$ cat src/rtl/xadc_drp_multichannel_scanner.sv
// xadc_drp_multichannel_scanner
// After each XADC end-of-sequence pulse, reads NUM_CHANNELS DRP result
// registers in order and emits them as one AXI-Stream packet (tdest =
// channel index, tlast on the final channel). Counts EOS pulses that arrive
// while a sweep is still running.
// Optional feature macro: XADC_SCANNER_TIMEOUT_EN adds a DRP response
// watchdog that aborts the sweep and counts timeouts. Without it the scanner
// waits for xadc_drdy indefinitely and timeout_count is tied to zero.
module xadc_drp_multichannel_scanner #(
  parameter int          NUM_CHANNELS   = 2,
  parameter int          SAMPLE_WIDTH   = 12,
  parameter logic [55:0] CHANNEL_ADDRS  = 56'h0000_0000_0D93,
  parameter int          TIMEOUT_CYCLES = 64,
  localparam int         CH_W           = (NUM_CHANNELS > 1) ? $clog2(NUM_CHANNELS) : 1
) (
  input  logic                    xadc_dclk,
  input  logic                    xadc_reset_n,
  output logic [6:0]              xadc_daddr,
  output logic                    xadc_den,
  output logic                    xadc_dwe,
  input  logic                    xadc_drdy,
  input  logic [15:0]             xadc_do,
  input  logic                    xadc_eos,
  output logic [SAMPLE_WIDTH-1:0] m_axis_tdata,
  output logic                    m_axis_tvalid,
  input  logic                    m_axis_tready,
  output logic [CH_W-1:0]         m_axis_tdest,
  output logic                    m_axis_tlast,
  output logic                    busy,
  output logic [15:0]             overrun_count,
  output logic [15:0]             timeout_count
);

  typedef enum logic [1:0] {
    IDLE      = 2'd0,
    ISSUE     = 2'd1,
    WAIT_DRDY = 2'd2,
    PRESENT   = 2'd3
  } state_t;

  state_t                  state_q, state_d;
  logic [CH_W-1:0]         idx_q, idx_d;
  logic [SAMPLE_WIDTH-1:0] tdata_q, tdata_d;
  logic [CH_W-1:0]         tdest_q, tdest_d;
  logic                    tlast_q, tlast_d;
  logic                    tvalid_q, tvalid_d;
  logic [15:0]             overrun_q, overrun_d;

  logic                    idx_is_last;
  logic                    handshake;
  logic                    last_handshake;

  // Per-channel DRP address table unpacked from the packed parameter;
  // bits above 7*NUM_CHANNELS are never referenced.
  logic [6:0] addr_tbl [NUM_CHANNELS];

  generate
    for (genvar gi = 0; gi < NUM_CHANNELS; gi++) begin : g_addr
      assign addr_tbl[gi] = CHANNEL_ADDRS[7*gi +: 7];
    end
  endgenerate

  assign idx_is_last    = (idx_q == CH_W'(NUM_CHANNELS - 1));
  assign handshake      = tvalid_q & m_axis_tready;
  assign last_handshake = (state_q == PRESENT) & handshake & tlast_q;

`ifdef XADC_SCANNER_TIMEOUT_EN
  localparam int WD_W = $clog2(TIMEOUT_CYCLES + 1);

  logic [WD_W-1:0] wd_q, wd_d;
  logic [15:0]     tmo_q, tmo_d;
  logic            wd_expire;

  // Watchdog fires on the TIMEOUT_CYCLES-th WAIT_DRDY cycle without drdy.
  assign wd_expire = (wd_q == WD_W'(TIMEOUT_CYCLES - 1));
`endif

  // Next-state, datapath capture and counter update.
  always_comb begin
    state_d   = state_q;
    idx_d     = idx_q;
    tdata_d   = tdata_q;
    tdest_d   = tdest_q;
    tlast_d   = tlast_q;
    tvalid_d  = tvalid_q;
    overrun_d = overrun_q;
`ifdef XADC_SCANNER_TIMEOUT_EN
    wd_d      = wd_q;
    tmo_d     = tmo_q;
`endif

    case (state_q)
      IDLE: begin
        if (xadc_eos) begin
          idx_d   = '0;
          state_d = ISSUE;
        end
      end

      ISSUE: begin
`ifdef XADC_SCANNER_TIMEOUT_EN
        wd_d    = '0;
`endif
        state_d = WAIT_DRDY;
      end

      WAIT_DRDY: begin
        if (xadc_drdy) begin
          // MSB-aligned truncation of the 16-bit DRP word.
          tdata_d  = xadc_do[15 -: SAMPLE_WIDTH];
          tdest_d  = idx_q;
          tlast_d  = idx_is_last;
          tvalid_d = 1'b1;
          state_d  = PRESENT;
        end
`ifdef XADC_SCANNER_TIMEOUT_EN
        else if (wd_expire) begin
          // Abandon the rest of the sweep; beats already sent stay sent.
          state_d = IDLE;
          if (tmo_q != 16'hFFFF) begin
            tmo_d = tmo_q + 16'd1;
          end
        end else begin
          wd_d = wd_q + WD_W'(1);
        end
`endif
      end

      PRESENT: begin
        if (handshake) begin
          tvalid_d = 1'b0;
          if (tlast_q) begin
            // An EOS landing on the final handshake starts the next sweep
            // straight away instead of being dropped.
            if (xadc_eos) begin
              idx_d   = '0;
              state_d = ISSUE;
            end else begin
              state_d = IDLE;
            end
          end else begin
            idx_d   = idx_q + CH_W'(1);
            state_d = ISSUE;
          end
        end
      end

      default: state_d = IDLE;
    endcase

    // EOS while a sweep is in flight is dropped and counted.
    if (xadc_eos && (state_q != IDLE) && !last_handshake && (overrun_q != 16'hFFFF)) begin
      overrun_d = overrun_q + 16'd1;
    end
  end

  // State and datapath registers with asynchronous active-low reset.
  always_ff @(posedge xadc_dclk or negedge xadc_reset_n) begin
    if (!xadc_reset_n) begin
      state_q   <= IDLE;
      idx_q     <= '0;
      tdata_q   <= '0;
      tdest_q   <= '0;
      tlast_q   <= 1'b0;
      tvalid_q  <= 1'b0;
      overrun_q <= '0;
    end else begin
      state_q   <= state_d;
      idx_q     <= idx_d;
      tdata_q   <= tdata_d;
      tdest_q   <= tdest_d;
      tlast_q   <= tlast_d;
      tvalid_q  <= tvalid_d;
      overrun_q <= overrun_d;
    end
  end

`ifdef XADC_SCANNER_TIMEOUT_EN
  // Watchdog counter and timeout statistic.
  always_ff @(posedge xadc_dclk or negedge xadc_reset_n) begin
    if (!xadc_reset_n) begin
      wd_q  <= '0;
      tmo_q <= '0;
    end else begin
      wd_q  <= wd_d;
      tmo_q <= tmo_d;
    end
  end

  assign timeout_count = tmo_q;
`else
  assign timeout_count = 16'h0000;
`endif

  // DRP strobe is a decode of ISSUE, so it is one cycle wide and drops
  // immediately with reset.
  assign xadc_den   = (state_q == ISSUE);
  assign xadc_daddr = (state_q == ISSUE) ? addr_tbl[idx_q] : 7'h00;
  assign xadc_dwe   = 1'b0;

  assign m_axis_tdata  = tdata_q;
  assign m_axis_tvalid = tvalid_q;
  assign m_axis_tdest  = tdest_q;
  assign m_axis_tlast  = tlast_q;
  assign busy          = (state_q != IDLE);
  assign overrun_count = overrun_q;

  // Low DRP bits below the sample and the watchdog limit (when the watchdog
  // is compiled out) are intentionally unused.
  logic unused_ok;
  assign unused_ok = ^{xadc_do, (TIMEOUT_CYCLES > 0)};

endmodule

$ cat config.mk
export PLATFORM = sky130hd
export DESIGN_NAME = xadc_drp_multichannel_scanner
export DESIGN_NICKNAME = d
export VERILOG_FILES = /design/src/rtl/xadc_drp_multichannel_scanner.sv
export SDC_FILE = /design/constraint.sdc
export NUM_CORES = 1
export LEC_CHECK = 0
export ABC_AREA = 0
export ABC_CLOCK_PERIOD_IN_PS = 2100
export CAP_MARGIN = 40
export CORE_UTILIZATION = 38
export CTS_CLUSTER_DIAMETER = 60
export DETAILED_ROUTE_END_ITERATION = 10
export MAX_ROUTING_LAYER = met4
export PLACE_DENSITY = 0.75
export SETUP_SLACK_MARGIN = 0.4
export SYNTH_ARGS = -nofsm -noshare
export SYNTH_HDL_FRONTEND = slang
export SYNTH_SLANG_ARGS = --single-unit
$ cat constraint.sdc
create_clock -name xadc_dclk -period 2.1 [get_ports xadc_dclk]
set_input_delay 0.315 -clock xadc_dclk [delete_from_list [all_inputs] [get_ports xadc_dclk]]
set_output_delay 0.315 -clock xadc_dclk [all_outputs]
set_load 0.1 [all_outputs]
# After elaboration in Yosys (flattened, before gate mapping)
# Cells that the tools add are included.
# op_classes
n_addsub	2
magnitude_cmp	1
eq_ne	7
mux	17
bitwise	4
reduce_logical	12
# op_table
operator	n
$mux 7	3
$add 16x1->16 const B	1
$ne 16x16->1 const B	1
$mux 2	4
$pmux 2 s4	1
$mux 1	6
$ne 2x2->1 const B	3
$reduce_and 3->1	2
$reduce_bool 2->1	3
$eq 2x2->1 const B	2
$mux 4	1
$pmux 1 s2	2
$reduce_and 2->1	2
$and 1x1->1	3
$logic_and 1x1->1	3
$eq 2x1->1 const B	1
$ge 2x2->1 const B	1
$logic_not 2->1	1
$not 1->2	1
$add 1x1->1 const B	1
$logic_not 1->1	1
# totals
register_bits	33
input_bits	21
output_inout_bits	57
wordCells	49

# Depth between registers and ports, before layout
# Gate-level depths: netlist of the first run.
# logic_depth
depth_word	6
depth_mapped	6
depth_no_buf	6

# Worst setup path after synthesis of the first run
# Ideal clock, no wire load.
# synth_path
kind	flip-flop to output port
startpoint	register state_q[1]
endpoint	output port xadc_daddr[3]
arrival_time_ns	2.183
required_time_ns	1.785
setup_slack_ns	-0.398
path_stages_with_launch	4
n_path_buf	0
path_cell_list	dfrtp_1 inv_1 ha_1 and2_1
# synth_between
elab_chain_cells	2
# synth_rtl
element	line	rtl
from (decl)	41	state_t state_q, state_d;
from (signal assigned)	168	state_q <= state_d;
$eq 2x1->1	-	
via xadc_den	19	output logic xadc_den,
$mux 7	198	assign xadc_daddr = (state_q == ISSUE) ? addr_tbl[idx_q] : 7'h00;
to (decl)	18	output logic [6:0] xadc_daddr,
# The timed path passes the listed nets, and every way through them passes these cells.

# Worst setup path in the final report of the first run
# layout_path
startpoint	register state_q[1]
endpoint	register overrun_q[12], in the netlist overrun_count[12]
# layout_between
elab_chain_cells	6
word_cells_on_any_way	8
# layout_rtl
element	line	rtl
$eq 2x2->1	65	assign last_handshake = (state_q == PRESENT) & handshake & tlast_q;
$and 1x1->1 (2 in series)	65	
$logic_not 1->1	152	if (xadc_eos && (state_q != IDLE) && !last_handshake && (overrun_q != 16'hFFFF)) begin
$logic_and 1x1->1 * (2 in series)	152	
to (signal assigned)	174	overrun_q <= overrun_d;
to (decl)	47	logic [15:0] overrun_q, overrun_d;
# Mark *: on every way between the ends. The rest lies on a longest branch, timed or not.
# A chain may end at the register's enable or synchronous reset.

==> PnR_summary.wiki, run 1 <==
{| class="wikitable"
! Metric !! Value
|-
| Area growth from synthesis to layout || 56.3%
|-
| Slew at the pin closest to its max-slew limit || 0.590 ns
|-
| # rows || 24
|-
| Number of ports placed on the die boundary || 78
|-
| Clock network latency to the later pin of the worst-skew pair || 0.28 ns
|-
| Placer congestion estimate || 0.750
|-
| Top cell type by total area after synthesis || sky130_fd_sc_hd__dfrtp_1
|-
| Number of buffers inserted by hold repair at cts || 0
|-
| Aggregate global-route resource usage || 16.4%
|-
| Minimum setup slack among reg-to-reg paths || 0.20 ns
|-
| Sum of negative setup slack || 0 ns
|-
| Total of endpoints with negative setup slack in the final report || 0
|-
| Global-route wire length before repair || 6160 µm
|-
| Area of the core || 0.00438 mm²
|-
| Post-layout util || 62.3%
|-
| Estimated wirelength of the detail-placed design || 2610 µm
|-
| Filler instances || 361
|-
| Die Footprint || 0.00487 mm²
|-
| Detailed-route vias per instance || 4.86
|-
| Mean instance size in the synthesized netlist || 11.1 µm²
|-
| Highest attainable clock frequency || 527 MHz
|-
| Setup skew after layout || 0.00901 ns
|-
| Starting density of the core || 39.9%
|-
| Via count of the first global-routing pass || 1,392
|-
| Leading cell type in the layout, fill and taps excluded || sky130_fd_sc_hd__buf_4
|-
| Post-Route WL || 3790 µm
|-
| Element type at the critical path end || flop
|-
| Remaining max-slew budget at the tightest pin || 60.3%
|-
| DRT antenna net count || 0
|-
| Clock H-tree levels || 2
|-
| Maximum fanout along the worst path || 4
|-
| Sink count of the clock tree || 33
|-
| Endpoint required time on the critical path || 2.27 ns
|-
| Critical path class || reg2reg
|-
| Cells taking the most area after synthesis || sky130_fd_sc_hd__dfrtp_1, sky130_fd_sc_hd__mux2_2, sky130_fd_sc_hd__buf_4
|-
| Commonest cells after routing, fill and taps aside || sky130_fd_sc_hd__buf_4, sky130_fd_sc_hd__conb_1, sky130_fd_sc_hd__mux2_2, sky130_fd_sc_hd__clkdlybuf4s50_1
|-
| Class of the worst hold path || in2async
|-
| Total via count after detailed routing || 1,391
|-
| Flip-flop and latch count after synthesis || 33
|-
| Unrepaired setup endpoints after global routing || yes
|-
| Clock tree from TritonCTS || done
|-
| Antenna diode count || 0
|-
| Worst r2r src || state_q[1]
|-
| Terminus of the critical flop-to-flop path || overrun_count[12]
|-
| Number of CTS-inserted buffers || 5
|-
| Post-route minimum period || 1.90 ns
|-
| Post-CTS clock slew at the launch and capture registers of the worst setup and hold paths || 0.07 ns
|-
| Post-synth top area share || 47.2%
|-
| Critical path capture point || overrun_count[12]
|-
| Crit path DAT || 2.07 ns
|-
| Final critical-path share of the clock period || 90.3%
|-
| Worst setup SP type || flop
|-
| Part of the Yosys area used for sequential elements || 47.2%
|-
| Number of antenna violations at the first check in global routing || 0
|-
| Fraction of layout cells with a size suffix above 1 || 54.7%
|-
| Die span in x || 69.8 µm
|-
| Number of design-rule violations left by the first detailed-router iteration || 97
|-
| Origin of the worst setup path || state_q[1]
|-
| Routed wire per std cell || 13.3 µm
|-
| Number of pins exceeding their max-slew limit in the final report || 0
|-
| Pin count of the biggest net entering global routing || 34
|-
| Run status || complete, no violations
|-
| Number of design rule violations left after detail routing || 0
|-
| Count of port buffers added during placement || 53
|-
| Number of nets in the final layout || 259
|-
| Number of warnings printed during yosys synthesis || 0
|-
| Longest Clk Path Bufs || 2
|-
| Chip Height || 69.8 µm
|-
| Count of mapped cells out of synthesis || 158
|-
| Final Hold Violating Endpoints || 0
|-
| Buffer type at the clock tree root || sky130_fd_sc_hd__clkbuf_8
|-
| Remaining global-route overflow || 0
|-
| Mapped cell area || 0.00175 mm²
|-
| Reg2reg path depth || 5
|-
| Max capacitance violation total || 0
|-
| Iteration count of the initial detailed-routing pass || 4
|-
| Count of unique library cells instantiated by Yosys || 32
|}
layout make-up:
cell class	instances	area (µm²)	area share, %
repair buffers	74	689	25.2
clock buffers	5	68.8	2.52
flip-flops and latches	33	886	32.4
multi-input cells	113	935	34.2
clock inverters	3	65.1	2.38
well taps	52	65.1	2.38
inverters	6	22.5	0.825
cells in the mapped netlist:
library cell / n
sky130_fd_sc_hd__a21boi_0: 1
sky130_fd_sc_hd__a21oi_1: 2
sky130_fd_sc_hd__a221o_1: 1
sky130_fd_sc_hd__a22o_2: 1
sky130_fd_sc_hd__a31oi_1: 4
sky130_fd_sc_hd__and2_1: 1
sky130_fd_sc_hd__and3_1: 1
sky130_fd_sc_hd__and4_1: 2
sky130_fd_sc_hd__and4_4: 1
sky130_fd_sc_hd__buf_1: 1
sky130_fd_sc_hd__buf_4: 24
sky130_fd_sc_hd__conb_1: 1
sky130_fd_sc_hd__dfrtp_1: 33
sky130_fd_sc_hd__ha_1: 5
sky130_fd_sc_hd__inv_1: 6
sky130_fd_sc_hd__mux2_2: 17
sky130_fd_sc_hd__nand2_1: 10
sky130_fd_sc_hd__nand2b_1: 1
sky130_fd_sc_hd__nand3_1: 3
sky130_fd_sc_hd__nand4_1: 5
sky130_fd_sc_hd__nor2_1: 3
sky130_fd_sc_hd__nor2b_1: 3
sky130_fd_sc_hd__nor3_1: 7
sky130_fd_sc_hd__nor3b_1: 1
sky130_fd_sc_hd__nor4_1: 2
sky130_fd_sc_hd__nor4_2: 1
sky130_fd_sc_hd__nor4b_1: 2
sky130_fd_sc_hd__o21ai_0: 4
sky130_fd_sc_hd__o22ai_1: 2
sky130_fd_sc_hd__o41ai_1: 1
sky130_fd_sc_hd__or4_4: 1
sky130_fd_sc_hd__xor2_1: 11
metrics by stage:
| step | hold slack (ns) | worst slack (ns) | instance area, µm² | std cells |
|---|---|---|---|---|
| 3_3_place_gp | 0.467 | 0.0359 | 2380 | 267 |
| 2_1_floorplan | 0.0194 | 0.154 | 1910 | 177 |
| 4_1_cts | 0.442 | 0.226 | 2590 | 280 |
| 6_report | 0.435 | 0.204 | 2730 | 286 |
| 3_5_place_dp | 0.489 | 0.00142 | 2380 | 267 |
| 5_1_grt | 0.479 | 0.161 | 2730 | 286 |
logic make-up (layout without fill, tap and decap cells):
logic type	Yosys count	in the layout	synth area share, %
compound gates	16	16	5.94
simple gates	44	44	14.7
flops	33	33	47.2
fa+ha+maj	5	5	3.58
mux	17	17	11.0
buf+inv	31	88	11.8
xor+xnor	11	11	5.51
other cells	1	20	0.215
layer usage:
layer | share of wire, % | wire [µm] | track usage (%) | vias up
met3 | 4.5 | 169 | 4.36 | 7
met5 | 0 | 0 | - | -
li1 | - | - | - | 659
met4 | 1.7 | 65 | 5.33 | 0
met2 | 53 | 2020 | 28.0 | 44
met1 | 41 | 1540 | 18.7 | 681
worst max-delay path, cell delays in order, from the launching register on:
cell and delay, ns:
sky130_fd_sc_hd__dfrtp_1 0.42, sky130_fd_sc_hd__ha_2 0.22, sky130_fd_sc_hd__and4_4 0.15, sky130_fd_sc_hd__or4_4 0.59, sky130_fd_sc_hd__nor2_4 0.11, sky130_fd_sc_hd__mux2_4 0.30
worst min-delay path by stage:
stage	from	slack [ns]	endpoint	depth (start not counted)
5_1_grt	xadc_reset_n	0.48	state_q[0]	2
2_1_floorplan	xadc_reset_n	0.02	idx_is_last	0
3_5_place_dp	overrun_count[15]	0.49	overrun_count[15]	1
4_1_cts	xadc_reset_n	0.44	state_q[0]	2
3_3_place_gp	overrun_count[15]	0.47	overrun_count[15]	1
6_report	xadc_reset_n	0.43	overrun_count[1]	2
timing repair:
action | in CTS | in global routing
endpoints found under the setup margin | 14 | 23
pin swaps | 6 | 9
setup buffers | 5 | 6
resized for setup | 7 | 23
registers in the layout, summed over array words and instances, names as in the netlist:
register and cells:
overrun_count 16, m_axis_tdata 12, state_q 2, idx_is_last 1
m_axis_tlast 1, m_axis_tvalid 1
Power of run 1 is not shown: default switching activity piles up to over one toggle a cycle in this logic, so the estimate is an artifact.
==> run 2, diff against run 1 <==
--- a/config.mk
+++ b/config.mk
@@ -5,15 +5,15 @@
 export SDC_FILE = /design/constraint.sdc
 export NUM_CORES = 1
 export LEC_CHECK = 0
-export ABC_AREA = 0
 export ABC_CLOCK_PERIOD_IN_PS = 2100
-export CAP_MARGIN = 40
+export CAP_MARGIN = 20
 export CORE_UTILIZATION = 38
 export CTS_CLUSTER_DIAMETER = 60
 export DETAILED_ROUTE_END_ITERATION = 10
 export MAX_ROUTING_LAYER = met4
 export PLACE_DENSITY = 0.75
 export SETUP_SLACK_MARGIN = 0.4
+export SLEW_MARGIN = 10
 export SYNTH_ARGS = -nofsm -noshare
 export SYNTH_HDL_FRONTEND = slang
 export SYNTH_SLANG_ARGS = --single-unit
==> results of run 2 <==
Final layout, timing and power as in run 1 (identical DEF).
Power of run 2 is left out for the same reason.
